`config.mk`:
```
export PLATFORM = sky130hd
export DESIGN_NAME = mem_access_stage
export DESIGN_NICKNAME = d
export VERILOG_FILES = /design/src/rtl/core_pkg.sv /design/src/rtl/load_align.sv /design/src/rtl/mem_access_stage.sv
export SDC_FILE = /design/constraint.sdc
export NUM_CORES = 1
export LEC_CHECK = 0
export ABC_CLOCK_PERIOD_IN_PS = 2400
export BUFFER_PORTS_ARGS = -buffer_cell sky130_fd_sc_hd__buf_2
export CAP_MARGIN = 20
export CELL_PAD_IN_SITES_DETAIL_PLACEMENT = 0
export CELL_PAD_IN_SITES_GLOBAL_PLACEMENT = 2
export CORE_MARGIN = 8
export CORE_UTILIZATION = 26
export DETAILED_ROUTE_END_ITERATION = 8
export HOLD_SLACK_MARGIN = 0.08
export PLACE_DENSITY = 0.88
export SYNTH_ARGS = -nofsm -noshare
export SYNTH_HDL_FRONTEND = slang
export SYNTH_SLANG_ARGS = --single-unit
```
`constraint.sdc`:
```
create_clock -name clk -period 2.4 [get_ports clk]
set_input_delay 0.24 -clock clk [delete_from_list [all_inputs] [get_ports clk]]
set_output_delay 0.24 -clock clk [all_outputs]
set_load 0.01 [all_outputs]
```
`src/rtl/core_pkg.sv`:
```
// Shared encodings for the core: funct3 access codes, writeback selects, FSM states.
// Latency: n/a (constants and a pure helper function only).
// Backpressure: n/a.
package core_pkg;

   // RV32I load/store funct3 codes
   localparam logic [2:0] F3_LB  = 3'b000;
   localparam logic [2:0] F3_LH  = 3'b001;
   localparam logic [2:0] F3_LW  = 3'b010;
   localparam logic [2:0] F3_LBU = 3'b100;
   localparam logic [2:0] F3_LHU = 3'b101;
   localparam logic [2:0] F3_SB  = 3'b000;
   localparam logic [2:0] F3_SH  = 3'b001;
   localparam logic [2:0] F3_SW  = 3'b010;

   // Access size lives in funct3[1:0]; funct3[2] only selects zero-extension on loads
   localparam logic [1:0] SZ_BYTE = 2'b00;
   localparam logic [1:0] SZ_HALF = 2'b01;
   localparam logic [1:0] SZ_WORD = 2'b10;

   // Writeback source select
   localparam logic [1:0] REGSRC_ALU = 2'd0;
   localparam logic [1:0] REGSRC_MEM = 2'd1;
   localparam logic [1:0] REGSRC_IMM = 2'd2;
   localparam logic [1:0] REGSRC_PC4 = 2'd3;

   // Bit positions inside the 3-bit ValidReg vector
   localparam int VR_RD  = 0;
   localparam int VR_RS1 = 1;
   localparam int VR_RS2 = 2;

   typedef enum logic {
      ST_IDLE = 1'b0,
      ST_BUSY = 1'b1
   } state_t;

   // Halves need bit 0 clear, words need both low bits clear; bytes always fit
   function automatic logic is_misaligned(input logic [1:0] size, input logic [1:0] lo);
      case (size)
         SZ_HALF: return lo[0];
         SZ_WORD: return lo != 2'b00;
         default: return 1'b0;
      endcase
   endfunction

endpackage

```
`src/rtl/load_align.sv`:
```
// Extracts and extends the addressed byte/half/word from a 32-bit read word.
// Latency: purely combinational.
// Backpressure: none.
module load_align (
   input  logic [31:0] rdata,
   input  logic [1:0]  lane,
   input  logic [2:0]  funct3,
   output logic [31:0] data
);
   import core_pkg::*;

   logic [7:0]  byte_sel;
   logic [15:0] half_sel;

   // Pick the lane, then sign- or zero-extend according to funct3
   always_comb begin
      byte_sel = rdata[7:0];
      case (lane)
         2'd1:    byte_sel = rdata[15:8];
         2'd2:    byte_sel = rdata[23:16];
         2'd3:    byte_sel = rdata[31:24];
         default: byte_sel = rdata[7:0];
      endcase
      half_sel = lane[1] ? rdata[31:16] : rdata[15:0];
      case (funct3)
         F3_LB:   data = {{24{byte_sel[7]}}, byte_sel};
         F3_LH:   data = {{16{half_sel[15]}}, half_sel};
         F3_LBU:  data = {24'd0, byte_sel};
         F3_LHU:  data = {16'd0, half_sel};
         default: data = rdata;
      endcase
   end

endmodule

```
`src/rtl/mem_access_stage.sv`:
```
// MEM stage: issues loads/stores on a req/ack data port and registers the WB-stage fields.
// Latency: 1 cycle for non-memory ops; 1 + cycles-to-ack for memory ops (minimum 2).
// Backpressure: mem_stall holds IF..MEM from the issue cycle until ack or timeout.
module mem_access_stage #(
   parameter int TIMEOUT_CYCLES = 255
) (
   input  logic        clk,
   input  logic        rst,
   input  logic [31:0] MEM_ALU_result,
   input  logic [31:0] MEM_rs2_data,
   input  logic [31:0] MEM_pc,
   input  logic [31:0] MEM_pc_eximm,
   input  logic [2:0]  MEM_funct3,
   input  logic        MEM_MemRead,
   input  logic        MEM_MemWrite,
   input  logic [1:0]  MEM_RegSrc,
   input  logic [4:0]  MEM_rd,
   input  logic [2:0]  MEM_ValidReg,
   output logic        dmem_req,
   output logic        dmem_we,
   output logic [31:0] dmem_addr,
   output logic [31:0] dmem_wdata,
   output logic [3:0]  dmem_wstrb,
   input  logic        dmem_ack,
   input  logic [31:0] dmem_rdata,
   output logic        mem_stall,
   output logic        misaligned,
   output logic        bus_err,
   output logic [4:0]  WB_rd,
   output logic [2:0]  WB_ValidReg,
   output logic [31:0] WB_rd_write_data
);
   import core_pkg::*;

   localparam int               CNT_W    = $clog2(TIMEOUT_CYCLES + 1);
   localparam logic [CNT_W-1:0] CNT_LAST = CNT_W'(TIMEOUT_CYCLES - 1);

   state_t           state_q, state_d;
   logic [CNT_W-1:0] cnt_q;
   logic [1:0]       lane_q;
   logic [2:0]       f3_q;
   logic             access, mis, start, mis_now, ack_hit, timeout;
   logic [31:0]      wdata_n, wb_sel, load_data;
   logic [3:0]       wstrb_n;

   assign access  = (MEM_ValidReg != 3'b000) && (MEM_MemRead || MEM_MemWrite);
   assign mis     = is_misaligned(MEM_funct3[1:0], MEM_ALU_result[1:0]);
   assign start   = (state_q == ST_IDLE) && access && !mis;
   assign mis_now = (state_q == ST_IDLE) && access && mis;
   assign ack_hit = (state_q == ST_BUSY) && dmem_ack;
   // Timeout fires on the cycle the counter would reach TIMEOUT_CYCLES
   assign timeout = (state_q == ST_BUSY) && !dmem_ack && (cnt_q == CNT_LAST);

   load_align u_load_align (
      .rdata  (dmem_rdata),
      .lane   (lane_q),
      .funct3 (f3_q),
      .data   (load_data)
   );

   // FSM state register
   always_ff @(posedge clk) begin
      if (rst) state_q <= ST_IDLE;
      else     state_q <= state_d;
   end

   // FSM next state: issue on a clean access, return on ack or timeout
   always_comb begin
      state_d = state_q;
      case (state_q)
         ST_IDLE: if (start) state_d = ST_BUSY;
         ST_BUSY: if (dmem_ack || timeout) state_d = ST_IDLE;
         default: state_d = ST_IDLE;
      endcase
   end

   // FSM outputs: req straight from the state flop, stall until the access resolves
   always_comb begin
      dmem_req  = (state_q == ST_BUSY);
      mem_stall = 1'b0;
      case (state_q)
         ST_IDLE: mem_stall = start;
         ST_BUSY: mem_stall = !dmem_ack && !timeout;
         default: mem_stall = 1'b0;
      endcase
   end

   // Store lane replication and byte strobes from the low address bits
   always_comb begin
      wdata_n = MEM_rs2_data;
      wstrb_n = 4'hF;
      case (MEM_funct3[1:0])
         SZ_BYTE: begin
            wdata_n = {4{MEM_rs2_data[7:0]}};
            wstrb_n = 4'b0001 << MEM_ALU_result[1:0];
         end
         SZ_HALF: begin
            wdata_n = {2{MEM_rs2_data[15:0]}};
            wstrb_n = 4'b0011 << MEM_ALU_result[1:0];
         end
         default: begin
            wdata_n = MEM_rs2_data;
            wstrb_n = 4'hF;
         end
      endcase
   end

   // Writeback source for non-load results; a MEM select without a load writes 0
   always_comb begin
      case (MEM_RegSrc)
         REGSRC_ALU: wb_sel = MEM_ALU_result;
         REGSRC_IMM: wb_sel = MEM_pc_eximm;
         REGSRC_PC4: wb_sel = MEM_pc + 32'd4;
         default:    wb_sel = 32'd0;
      endcase
   end

   // Latch the request at issue so the port stays stable while BUSY; count wait cycles
   always_ff @(posedge clk) begin
      if (rst) begin
         cnt_q      <= '0;
         lane_q     <= 2'd0;
         f3_q       <= 3'd0;
         dmem_we    <= 1'b0;
         dmem_addr  <= 32'd0;
         dmem_wdata <= 32'd0;
         dmem_wstrb <= 4'd0;
         misaligned <= 1'b0;
         bus_err    <= 1'b0;
      end else begin
         misaligned <= mis_now;
         bus_err    <= timeout;
         if (start) begin
            cnt_q      <= '0;
            lane_q     <= MEM_ALU_result[1:0];
            f3_q       <= MEM_funct3;
            dmem_we    <= MEM_MemWrite;
            dmem_addr  <= {MEM_ALU_result[31:2], 2'b00};
            dmem_wdata <= wdata_n;
            dmem_wstrb <= wstrb_n;
         end else if (state_q == ST_BUSY) begin
            cnt_q <= (dmem_ack || timeout) ? '0 : cnt_q + CNT_W'(1);
         end
      end
   end

   // WB register: bubble on stall/abort/misalign so stale data is never re-forwarded
   always_ff @(posedge clk) begin
      if (rst) begin
         WB_rd            <= 5'd0;
         WB_ValidReg      <= 3'd0;
         WB_rd_write_data <= 32'd0;
      end else if (mem_stall || timeout || mis_now) begin
         WB_ValidReg <= 3'd0;
      end else begin
         WB_rd            <= MEM_rd;
         WB_ValidReg      <= MEM_ValidReg;
         WB_rd_write_data <= (ack_hit && !dmem_we) ? load_data : wb_sel;
      end
   end

endmodule
```
Word level (Yosys, flattened, before mapping). Index checks and enable logic that the tools add are counted. Widths: inputs -> output; s select.

Register bits: 123.

Add/subtract/negate cells: 2. Equal/unequal tests: 11. Shifts and indexed selects: 2. Mux-type cells: 13. Bitwise gates (word level): 1. Reduce and logical (&&, ||, !) cells: 24.

Operators with widths (number): $pmux 32 s4 (1); $pmux 32 s3 (1); $pmux 32 s2 (1); $add 32x3->32 const B (1); $mux 32 (1); $pmux 8 s3 (1); $mux 16 (1); $eq 2x2->1 const B (5); $logic_and 1x1->1 (9); $add 8x1->8 const B (1); $eq 8x8->1 const B (1); $mux 8 (1); $pmux 4 s2 (1); $eq 3x3->1 const B (2); $pmux 1 s2 (3); $eq 2x1->1 const B (2); $logic_not 1->1 (4); $logic_not 2->1 (2); $logic_or 1x1->1 (4); $reduce_or 2->1 (2); $shl 1x2->4 const A (1); $shl 2x2->4 const A (1); $eq 3x1->1 const B (1); $logic_not 3->1 (1); other kinds (4) (5).

Depth between registers and ports, before layout. Gate-level depths: netlist of the first run.

Depth in word-level cells: 9. Depth in mapped cells: 9.

By module. A second synthesis of the first run with hierarchy kept.

Cell total of the unflattened synthesis: 928. Area total of the unflattened synthesis: 6910.4 sq um.

By module, submodules not included: mem_access_stage (times used 1, cells an instance 818, area an instance 6261.0 sq um, sequential area each 2462.4 sq um); load_align (times used 1, cells an instance 110, area an instance 649.4 sq um, sequential area each 0.0 sq um).

Worst setup path after synthesis of the first run. OpenSTA, ideal clock, no wires.

Path kind: reg-to-reg. Start: register state_q, in the netlist dmem_req. End: register WB_rd_write_data[0]. Arrival time: 1.659 ns. Data required time: 2.272 ns. Setup slack: 0.614 ns. Stages on the path, launching flop included: 9. Path buffers: 4. Clock period less this slack: 1.786 ns. Cells stage by stage: dfxtp_1 > buf_2 > and3b_1 > buf_2 > buf_2 > clkbuf_1 > o221ai_1 > a22oi_1 > nor2_1.

Longest elaborated chain between the ends: 7.

RTL lines: start, declared (line mem_access_stage.sv:38) `state_t state_q, state_d;`; start signal, assigned (line mem_access_stage.sv:64) `else state_q <= state_d;`; $logic_and 1x1->1 (2 in series) (line mem_access_stage.sv:52) `assign timeout = (state_q == ST_BUSY) && !dmem_ack && (cnt_q == CNT_LAST);`; $logic_not 1->1 (line mem_access_stage.sv:83) `ST_BUSY: mem_stall = !dmem_ack && !timeout;`; $logic_and 1x1->1 (line mem_access_stage.sv:83); $pmux 1 s2 (line mem_access_stage.sv:81) `case (state_q)`; $logic_or 1x1->1 (2 in series) (line mem_access_stage.sv:153) `end else if (mem_stall || timeout || mis_now) begin`; end signal, assigned (line mem_access_stage.sv:158) `WB_rd_write_data <= (ack_hit && !dmem_we) ? load_data : wb_sel;`; end, declared (line mem_access_stage.sv:31) `output logic [31:0] WB_rd_write_data`.

Several ways; a longest one is shown, not always the timed one. A chain may end at the register's enable or synchronous reset.

Worst setup path after layout of the first run.
Start: input port MEM_ValidReg[1]. End: output port mem_stall.

Longest elaborated chain between the ends: 5.

RTL lines: start, declared (line mem_access_stage.sv:18) `input logic [2:0] MEM_ValidReg,`; $reduce_bool 3->1 (line mem_access_stage.sv:46) `assign access = (MEM_ValidReg != 3'b000) && (MEM_MemRead || MEM_MemWrite);`; $logic_and 1x1->1 (line mem_access_stage.sv:46); $logic_and 1x1->1 (2 in series) (line mem_access_stage.sv:48) `assign start = (state_q == ST_IDLE) && access && !mis;`; $pmux 1 s2 (line mem_access_stage.sv:81); end, declared (line mem_access_stage.sv:26) `output logic mem_stall,`.

Every way passes these cells.

==> qor.yml, run 1 <==
critical_path:
  worstPathArrival_ns: 2.00
  cp_max_fo: 5
  crit_required_ns: 2.16
  crit_start: "MEM_ValidReg[1]"
  cp-start-kind: "input port"
  critPathKind: "input port to primary output"
  r2r-start: "lane_q[1]"
  crit_path_end_kind: "primary output"
sta:
  finalSetupViolCount: 0
  fin_hold_ws_ns: 0.0905
  hold_violations: 0
  tightest_slew_ns: 0.922
  clock_skew_ns: 0.0123
  slew_violations: 0
  timing.fmax_ghz: 0.446
  slew_headroom: 0.385
  period_needed_ns: 2.24
  rsz0062_at_grt: "no"
  setup_tns_ns: 0
  finalCritPeriodShare: 0.934
floorplanning:
  io_pins: 291
  die_height_um: 179
  rows: 59
  initial_utilization: 0.265
  dieArea_sq_um: 32200
  die_x_um: 179
  coreArea_sq_um: 26100
global_routing:
  grt_pass1_wl_um: 48700
  grt_pass1_vias: 8111
  grt.overflow.total: 0
  grt_max_degree: 91
  track_usage: 0.203
  antenna_found_initial: 11
cts:
  cts_buffers: 17
  cts_tree: "done"
  cts.sinks: 123
  cts_setup_buffers: 0
  cts_buffer_depth: 2
  htreeDepth: 4
  ctsRootBufferMaster: "clkbuf_16"
  clk_latency_ns: 0.43
  clk_pin_slew_ns: 0.06
yosys:
  ys.flop_type: "dfxtp_1"
  ys_ff_latch: 123
  synth_edf_count: 0
  syn_avg_cell_area_sq_um: 7.58
  ys_seq_area_frac: 0.355
  netlist-cell-type-count: 68
  async_flop_share: 0
  synth_warnings: 0
  syn_area_sq_um: 6940
  syn_inst: 915
outcome:
  status: "finished, final reports clean"
pwr:
  vdd_drop_max_uv: 279
  powerDensity_nw_per_um2: 710
  p_leak_nw: 4.37
  total_power_mw: 7.02
route:
  routed.top_layer: "met5"
  routed_wl_um: 33700
  wl_per_cell_um: 21.4
  first_iter_violations: 543
  wl_met2_um: 15500
  drt-met1-wl_um: 14000
  vias_per_cell: 5.23
  vias: 8241
  route.detailed.drc: 0
  antenna_left: 0
  met3_length_um: 2990
  firstDrtPassIters: 5
place:
  place.gp.congestion: 0.897
  placed_area_sq_um: 8790
  hpwlAfterDp_um: 26000
  portBuffers: 288
finish:
  final_nets: 1408
  layout_common_cells: "287 x buf_2, 152 x nand2_1, 123 x dfxtp_1"
  syn_to_final_growth_pct: 42.6
  fin_area_sq_um: 9900
  utilization: 0.379
  final_common_cell: "buf_2"
  drive_gt1_frac: 0.305
min_path:
  holdCritPathClass: "input port to register"
  holdCritStartpoint: "MEM_ALU_result[5]"
flow_run:
  cap_violations: 0
## routing by layer
| metal | GRT usage | vias to the layer above |
|---|---|---|
| met5 | 0 | - |
| met4 | 0.0896 | 14 |
| met3 | 0.0708 | 72 |
| met2 | 0.317 | 358 |
| met1 | 0.249 | 3855 |
| li1 | - | 3942 |
## synth_stat cells, types with 15 or more instances
master	n	share of area
a211oi_1	27	0.029
a21oi_1	98	0.071
a22o_1	19	0.024
a311oi_1	16	0.020
clkbuf_1	50	0.027
dfxtp_1	123	0.35
inv_1	15	0.0081
mux2i_1	30	0.043
nand2_1	152	0.082
nand3_1	30	0.022
nor2_1	78	0.042
nor3_1	31	0.022
o21ai_0	36	0.026
## final timing paths
path / end / slack, ns / cells past startpoint
setup / recovery: mem_stall / 0.16 / 8
hold / removal: dmem_addr[5] / 0.09 / 3
setup reg to reg: WB_rd_write_data[11] / 0.29 / 6
hold reg to reg: WB_rd[3] / 0.45 / 2
## flip-flops by register name, summed over array words and instances, names as in the netlist, 2 cells and up
name	cells
WB_ValidReg	3
WB_rd	5
WB_rd_write_data	32
cnt_q	8
dmem_addr	30
dmem_wdata	32
dmem_wstrb	4
f3_q	3
lane_q	2
## power by group
part | internal (mW) | leakage (nW) | switching, mW
sequential | 2.25 | 1.01 | 0.129
combinational | 0.710 | 3.05 | 1.08
clock | 1.80 | 0.302 | 1.05
total | 4.76 | 4.37 | 2.26
## cell families (layout without fill, tap and decap cells)
kind of cell / after synthesis / count (layout) / synth area share
AND/OR/NAND/NOR: 372 / 372 / 0.249
other: 1 / 6 / 0.000541
XOR/XNOR: 15 / 15 / 0.0189
flip-flops: 123 / 123 / 0.355
AO/OA/AOI/OAI: 273 / 273 / 0.259
adder cells (fa/ha/maj): 6 / 6 / 0.0108
buffers and inverters: 89 / 410 / 0.0528
multiplexers: 36 / 36 / 0.0546
## timing repair
action | CTS | global route
hold endpoints to repair | 45 | 0
hold buffers | 45 | 0
endpoints found under the setup margin | 0 | 1
resized for setup | 0 | 1
## worst max-delay path, stage by stage
cell,delay (ns)
dlygate4sd3_1,0.53
buf_2,0.12
nor3_2,0.05
buf_4,0.14
or3_1,0.41
nand2b_2,0.27
nand2_1,0.10
buf_2,0.14
## area by class of cell
| class | count | area, sq um |
|---|---|---|
| tap | 335 | 419 |
| multi-input combinational | 704 | 4140 |
| sequential | 123 | 2460 |
| fill | 2818 | 16200 |
| antenna | 4 | 10.0 |
| clock buffer | 19 | 453 |
| clock inverter | 13 | 190 |
| inverter | 17 | 63.8 |
| timing repair buffer | 361 | 2150 |
## through the flow
step | worst slack [ns] | cells
2_1_floorplan | 0.614 | 916
3_3_place_gp | 0.386 | 1495
3_5_place_dp | 0.335 | 1495
4_1_cts | 0.111 | 1572
5_1_grt | 0.0564 | 1576
6_report | 0.158 | 1576
Power figures use the tool's default switching activity.
==> inputs of run 2 (changes only) <==
--- a/config.mk
+++ b/config.mk
@@ -6,7 +6,7 @@
 export NUM_CORES = 1
 export LEC_CHECK = 0
 export ABC_CLOCK_PERIOD_IN_PS = 2400
-export BUFFER_PORTS_ARGS = -buffer_cell sky130_fd_sc_hd__buf_2
+export BUFFER_PORTS_ARGS = -buffer_cell sky130_fd_sc_hd__buf_4
 export CAP_MARGIN = 20
 export CELL_PAD_IN_SITES_DETAIL_PLACEMENT = 0
 export CELL_PAD_IN_SITES_GLOBAL_PLACEMENT = 2
@@ -14,7 +14,7 @@
 export CORE_UTILIZATION = 26
 export DETAILED_ROUTE_END_ITERATION = 8
 export HOLD_SLACK_MARGIN = 0.08
-export PLACE_DENSITY = 0.88
+export PLACE_DENSITY_LB_ADDON = 0.1
 export SYNTH_ARGS = -nofsm -noshare
 export SYNTH_HDL_FRONTEND = slang
 export SYNTH_SLANG_ARGS = --single-unit
==> run 2 against run 1 <==
Sequential share of layout area shrank 1.5 points. Cell area increased by 6.3%. Combinational power rose by 9%. Clock power decreased by 7.4%. Sequential power about the same. Power decreased by 0.57%. Worst hold slack better by 0.00099 ns. Clock-buffer cell count fell by 1. Global-route usage rose by 0.50 points. Highest routed layer unchanged. Final cell count shrank 0.19%.
==> qor.yml, run 2 (synthesized netlist as in run 1, its figures left out) <==
critical_path:
  crit_required_ns: 2.16  # about the same
  cp_max_fo: 7  # +2
  r2r_slack_ns: 0.32  # +0.03 ns
  worstPathArrival_ns: 2.03  # +0.03 ns
  reg2reg_depth: 7  # +1
  cp-start-kind: "input port"
  crit_chain: "dlygate4sd3_1, buf_4, nor3_1, buf_4, or3_1, nand2b_2, nand2_1, buf_4"
  crit_buf_inv: 4  # unchanged
  cp_top_family: "buffers and inverters"
  crit_path_end_kind: "primary output"
  cp.depth: 8  # unchanged
  critPathSlowestCell: "dlygate4sd3_1"
  crit_path_max_incr_delay_ns: 0.53  # about the same
  cpMostUsedCell: "buf_4"
  critPathKind: "input port to primary output"
pwr:
  p_comb_frac: 0.280  # +0.025
  switchingPower_mw: 2.29  # +1.4%
  clkPwrFrac: 0.379  # -0.027
  seqPwrFrac: 0.342  # +0.003
  powerDensity_nw_per_um2: 664  # -6.5%
  total_power_mw: 6.98  # -0.57%
  internal-power_mw: 4.69  # -1.5%
  p_leak_nw: 4.52  # +3.4%
  sw_frac_of_total: 0.328  # +0.00628
  vdd_drop_max_uv: 432  # +55%
floorplanning:
  die_x_um: 179  # unchanged
  rows: 59  # unchanged
  die_height_um: 179  # unchanged
  io_pins: 291  # unchanged
  dieArea_sq_um: 32200  # unchanged
  coreArea_sq_um: 26100  # unchanged
  initial_utilization: 0.265  # unchanged
global_routing:
  grt_pass1_vias: 7980  # -1.6%
  track_usage: 0.208  # +0.00498
  antenna_found_initial: 2  # -9
  grt_pass1_wl_um: 49900  # +2.4%
  grt.overflow.total: 0  # unchanged
  grt_max_degree: 53  # -42%
cts:
  clk_latency_ns: 0.42  # about the same
  cts_tree: "done"
  htreeDepth: 4  # unchanged
  ctsResizeCount: 0  # unchanged
  cts_buffers: 17  # unchanged
  ctsRootBufferMaster: "clkbuf_16"
  cts_buffer_depth: 2  # unchanged
  clk_pin_slew_ns: 0.06  # about the same
  cts.sinks: 123  # unchanged
sta:
  timing.fmax_ghz: 0.441  # -1.1%
  slew_headroom: 0.595  # +0.211
  period_needed_ns: 2.27  # +0.0243 ns
  rsz0062_at_grt: "no"
  finalCritPeriodShare: 0.944  # +0.0101
  hold_violations: 0  # unchanged
  finalSetupViolCount: 0  # unchanged
  tightest_slew_ns: 0.607  # -0.315 ns
  setup_tns_ns: 0  # unchanged
  clock_skew_ns: 0.00949  # -0.00283 ns
  slew_violations: 0  # unchanged
route:
  met3_length_um: 2740  # -8.2%
  first_iter_violations: 417  # -23%
  route.detailed.drc: 0  # unchanged
  vias_per_cell: 5.07  # -3.1%
  vias: 7968  # -3.3%
  routed.top_layer: "met5"
  drt-met1-wl_um: 15800  # +12%
  routed_wl_um: 33800  # +0.20%
  wl_met2_um: 14900  # -3.6%
  antenna_left: 0  # unchanged
  wl_per_cell_um: 21.5  # +0.39%
  firstDrtPassIters: 5  # unchanged
finish:
  final_nets: 1408  # unchanged
  utilization: 0.403  # +0.0239
  reg.largest.list: "WB_rd_write_data (32), dmem_wdata (32), dmem_addr (30)"
  layout_common_cells: "318 x buf_4, 152 x nand2_1, 123 x dfxtp_1"
  drive_gt1_frac: 0.306  # +0.00162
  syn_to_final_growth_pct: 51.6
  n_fill_cell: 2776  # -1.5%
  final_common_cell: "buf_4"
min_path:
  hold_depth: 3  # unchanged
  holdCritPathClass: "input port to register"
place:
  place.gp.congestion: 0.811  # -9.5%
  hpwlAfterDp_um: 26500  # +2.0%
  portBuffers: 288  # unchanged
outcome:
  status: "finished, final reports clean"
flow_run:
  cap_violations: 0  # unchanged
==> run 2: changes by cell type in the layout (fill, tap and decap cells not counted), sizes merged <==
cell	change
clkinvlp	-1
buf	+5
dlygate4sd3	-5
diode	-3
clkinv	+1
clkbuf	-1
inv	+3
bufinv	-2
==> run 2: power groups by stage <==
stage / combinational (mW) / sequential (mW) / clock, mW
2_1_floorplan: 0.827 / 2.49 / 0
3_3_place_gp: 1.92 / 2.43 / 0
3_5_place_dp: 1.91 / 2.43 / 0
4_1_cts: 1.97 / 2.39 / 2.71
5_1_grt: 2.14 / 2.41 / 2.79
6_report: 1.95 / 2.39 / 2.64
==> run 2: metal layers <==
layer  GRT usage  up-vias
li1            -     3928
met3      0.0648       22
met1       0.285     3766
met2       0.313      250
met4      0.0479        2
met5           0        -
==> run 2: tightest hold or removal path: stages <==
cell     delay, ns
buf_4         0.12
nand2_1       0.05
a21oi_1       0.05
==> run 2: metrics by stage <==
step,setup WS [ns],hold WS [ns],cells,instance area (sq um)
6_report,0.134,0.0915,1573,10500
5_1_grt,0.0364,0.0855,1573,10500
4_1_cts,0.142,0.0800,1572,10500
3_5_place_dp,0.329,0.449,1500,9530
3_3_place_gp,0.335,0.443,1500,9530
2_1_floorplan,0.614,0.362,916,6940
==> run 2: timing repair <==
| action | 4_1_cts | 5_1_grt |
|---|---|---|
| hold buffers | 40 | 0 |
| endpoints found under the hold margin | 40 | 0 |
| setup buffers | 0 | 0 |
==> run 2: layout make-up <==
cell class,count,area [sq um],area share
diodes,1,2.50,0.000238
clock buffers,18,429,0.0408
well taps,335,419,0.0398
multi-input cells,704,4140,0.393
repair buffers,361,2850,0.271
inverters,17,63.8,0.00606
flip-flops and latches,123,2460,0.234
clock inverters,14,160,0.0152
==> run 2: path summary, 6_finish.rpt <==
| kind | from | to |
|---|---|---|
| max | MEM_ValidReg[1] | mem_stall |
| min | MEM_ALU_result[5] | dmem_addr[5] |
| max reg2reg | dmem_req | WB_rd_write_data[21] |
| min reg2reg | WB_rd[1] | WB_rd[1] |
==> inputs of run 3 (changes only) <==
--- a/config.mk
+++ b/config.mk
@@ -5,13 +5,14 @@
 export SDC_FILE = /design/constraint.sdc
 export NUM_CORES = 1
 export LEC_CHECK = 0
-export ABC_CLOCK_PERIOD_IN_PS = 2400
+export ABC_CLOCK_PERIOD_IN_PS = 2700
 export BUFFER_PORTS_ARGS = -buffer_cell sky130_fd_sc_hd__buf_4
 export CAP_MARGIN = 20
 export CELL_PAD_IN_SITES_DETAIL_PLACEMENT = 0
 export CELL_PAD_IN_SITES_GLOBAL_PLACEMENT = 2
-export CORE_MARGIN = 8
-export CORE_UTILIZATION = 26
+export CORE_ASPECT_RATIO = 1.1
+export CORE_MARGIN = 2
+export CORE_UTILIZATION = 28
 export DETAILED_ROUTE_END_ITERATION = 8
 export HOLD_SLACK_MARGIN = 0.08
 export PLACE_DENSITY_LB_ADDON = 0.1
==> constraint.sdc (replaced) <==
create_clock -name clk -period 2.7 [get_ports clk]
set_input_delay 0.27 -clock clk [delete_from_list [all_inputs] [get_ports clk]]
set_output_delay 0.27 -clock clk [all_outputs]
set_load 0.01 [all_outputs]
==> run 3 against run 2 <==
First-iteration DRC count is 22% higher. Die area shrank 19%. Sequential power is 11% lower. Clock-buffer cell count unchanged. Critical path depth shrank 1. Routed wire length fell by 11%. Register-to-register slack gained 0.30 ns. Critical path type unchanged. Critical endpoint unchanged.
==> qor.yml, run 3 (synthesized netlist as in run 1, its figures left out) <==
finish:
  final_common_cell: "buf_4"
  final_nets: 1367  # -2.9%
  reg.largest.list: "WB_rd_write_data (32), dmem_wdata (32), dmem_addr (30)"
  syn_to_final_growth_pct: 46.0
  diodes: 0  # -1
  drive_gt1_frac: 0.315  # +0.00883
  layout_common_cells: "314 x buf_4, 152 x nand2_1, 123 x dfxtp_1"
route:
  first_iter_violations: 510  # +22%
  wl_per_cell_um: 20.1  # -6.6%
  antenna_left: 0  # unchanged
  firstDrtPassIters: 5  # unchanged
  vias_per_cell: 5.14  # +1.6%
  routed_wl_um: 30200  # -11%
  vias: 7747  # -2.8%
  route.detailed.drc: 0  # unchanged
global_routing:
  antenna_found_initial: 0  # -2
  track_usage: 0.225  # +0.0178
  grt.overflow.total: 0  # unchanged
  grt_pass1_wl_um: 44900  # -10%
  grt_pass1_vias: 7627  # -4.4%
  grt_max_degree: 65  # +23%
sta:
  finalSetupViolCount: 0  # unchanged
  slew_violations: 0  # unchanged
  clock_skew_ns: 0.0110  # +0.00154 ns
  finalCritPeriodShare: 0.927
  timing.fmax_ghz: 0.400
  period_needed_ns: 2.50
  setup_tns_ns: 0  # unchanged
  tightest_slew_ns: 0.744  # +0.137 ns
  slew_headroom: 0.504  # -0.0912
  fin_hold_ws_ns: 0.0984  # +0.00685 ns
  hold_violations: 0  # unchanged
  rsz0062_at_grt: "no"
flow_run:
  cap_violations: 0  # unchanged
cts:
  clk_latency_ns: 0.42  # about the same
  cts_buffers: 17  # unchanged
  cts_setup_buffers: 0  # unchanged
  cts_tree: "done"
  cts_hold_buf: 3  # -93%
  ctsResizeCount: 0  # unchanged
  cts_buffer_depth: 2  # unchanged
  clk_pin_slew_ns: 0.06  # about the same
  ctsRootBufferMaster: "clkbuf_16"
  htreeDepth: 4  # unchanged
  cts.sinks: 123  # unchanged
critical_path:
  crit_path_end_kind: "primary output"
  crit_buf_inv: 3  # -1
  cp_max_fo: 7  # unchanged
  critPathKind: "input port to primary output"
  crit_path_max_incr_delay_ns: 0.55  # +0.02 ns
  r2r_end: "WB_rd_write_data[31]"
  cp_top_family: "simple AND/OR/NAND/NOR gates"
  cpMostUsedCell: "buf_4"
  worstPathArrival_ns: 2.23  # +0.20 ns
  cp-start-kind: "input port"
  reg2reg_depth: 5  # -2
  r2r_slack_ns: 0.62  # +0.30 ns
  r2r-start: "dmem_req"
  critPathSlowestCell: "nor3_1"
  crit_required_ns: 2.43  # +0.27 ns
  crit_chain: "dlygate4sd3_1, buf_4, nor3_1, or3_1, nand2b_2, nand2_1, buf_4"
pwr:
  sw_frac_of_total: 0.312  # -0.0167
  powerDensity_nw_per_um2: 620  # -6.6%
  clkPwrFrac: 0.400  # +0.021
  vdd_drop_max_uv: 379  # -12%
  internal-power_mw: 4.33  # -7.8%
  p_comb_frac: 0.263  # -0.017
  switchingPower_mw: 1.96  # -15%
  seqPwrFrac: 0.338  # -0.004
  p_leak_nw: 4.37  # -3.3%
floorplanning:
  die_height_um: 169  # -5.7%
  dieArea_sq_um: 26100  # -19%
  rows: 60  # +1.7%
  io_pins: 291  # unchanged
  die_x_um: 154  # -14%
  coreArea_sq_um: 24400  # -6.6%
  initial_utilization: 0.284  # +0.0189
min_path:
  hold-path-endpoint: "dmem_addr[12]"
  holdCritStartpoint: "MEM_ALU_result[12]"
  hold_depth: 3  # unchanged
  holdCritPathClass: "input port to register"
place:
  place.gp.congestion: 0.835  # +2.9%
  portBuffers: 288  # unchanged
  hpwlAfterDp_um: 23600  # -11%
outcome:
  status: "finished, final reports clean"
-- run 3: cell types whose count changed in the layout (fill, tap and decap cells not counted), moves of 2 or more --
| cell | before | now |
|---|---|---|
| buf_4 | 318 | 314 |
| dlygate4sd3_1 | 40 | 3 |
| clkinv_2 | 1 | 3 |
| bufinv_16 | 2 | 4 |
| inv_6 | 4 | 2 |
-- run 3: metal layers --
layer / vias up / share of wire / wire, um / track usage
met5: - / 0 / 0 / 0
met4: 0 / 0.011 / 333 / 0.0488
met3: 20 / 0.057 / 1740 / 0.0517
met2: 246 / 0.49 / 14900 / 0.393
met1: 3625 / 0.44 / 13200 / 0.284
li1: 3856 / - / - / -
-- run 3: worst reg2reg max path: stages, from the launching register on --
cell,delay [ns]
dfxtp_1,0.44
and3b_1,0.41
nor2_1,0.54
nand2_1,0.11
mux2_2,0.27
a311oi_1,0.23
-- run 3: per-stage QoR --
| step | worst slack [ns] | total power [mW] | std cells | area [sq um] | util |
|---|---|---|---|---|---|
| 3_3_place_gp | 0.481 | 3.82 | 1471 | 9470 | 0.388 |
| 6_report | 0.197 | 6.28 | 1506 | 10100 | 0.415 |
| 4_1_cts | 0.184 | 6.35 | 1506 | 10100 | 0.415 |
| 5_1_grt | 0.0629 | 6.57 | 1506 | 10100 | 0.415 |
| 3_5_place_dp | 0.405 | 3.82 | 1471 | 9470 | 0.388 |
| 2_1_floorplan | 0.893 | 2.95 | 916 | 6940 | - |
-- run 3: worst max-delay path by stage --
stage / start / end / depth (start not counted) / slack (ns)
after floorplan: MEM_pc[9] / WB_rd_write_data[31] / 6 / 0.89
after global placement: MEM_ValidReg[1] / WB_rd_write_data[28] / 6 / 0.48
after detailed placement: MEM_ValidReg[1] / WB_rd_write_data[28] / 6 / 0.41
after CTS: MEM_ValidReg[1] / mem_stall / 7 / 0.18
after global routing: MEM_ValidReg[1] / mem_stall / 7 / 0.06
final: MEM_ValidReg[1] / mem_stall / 7 / 0.20
-- run 3: cell type report --
type,count,area (sq um)
inverters,17,63.8
well taps,310,388
multi-input cells,704,4140
clock inverters,14,193
clock buffers,18,439
fillers,2593,14300
flip-flops and latches,123,2460
repair buffers,320,2450
-- run 3: power by group through the flow --
stage	Clock, mW	Sequential [mW]	Combinational, mW
CTS	2.56	2.12	1.67
global route	2.62	2.14	1.81
global placement	0	2.16	1.66
floorplan	0	2.21	0.736
detailed placement	0	2.16	1.66
finish	2.51	2.12	1.65
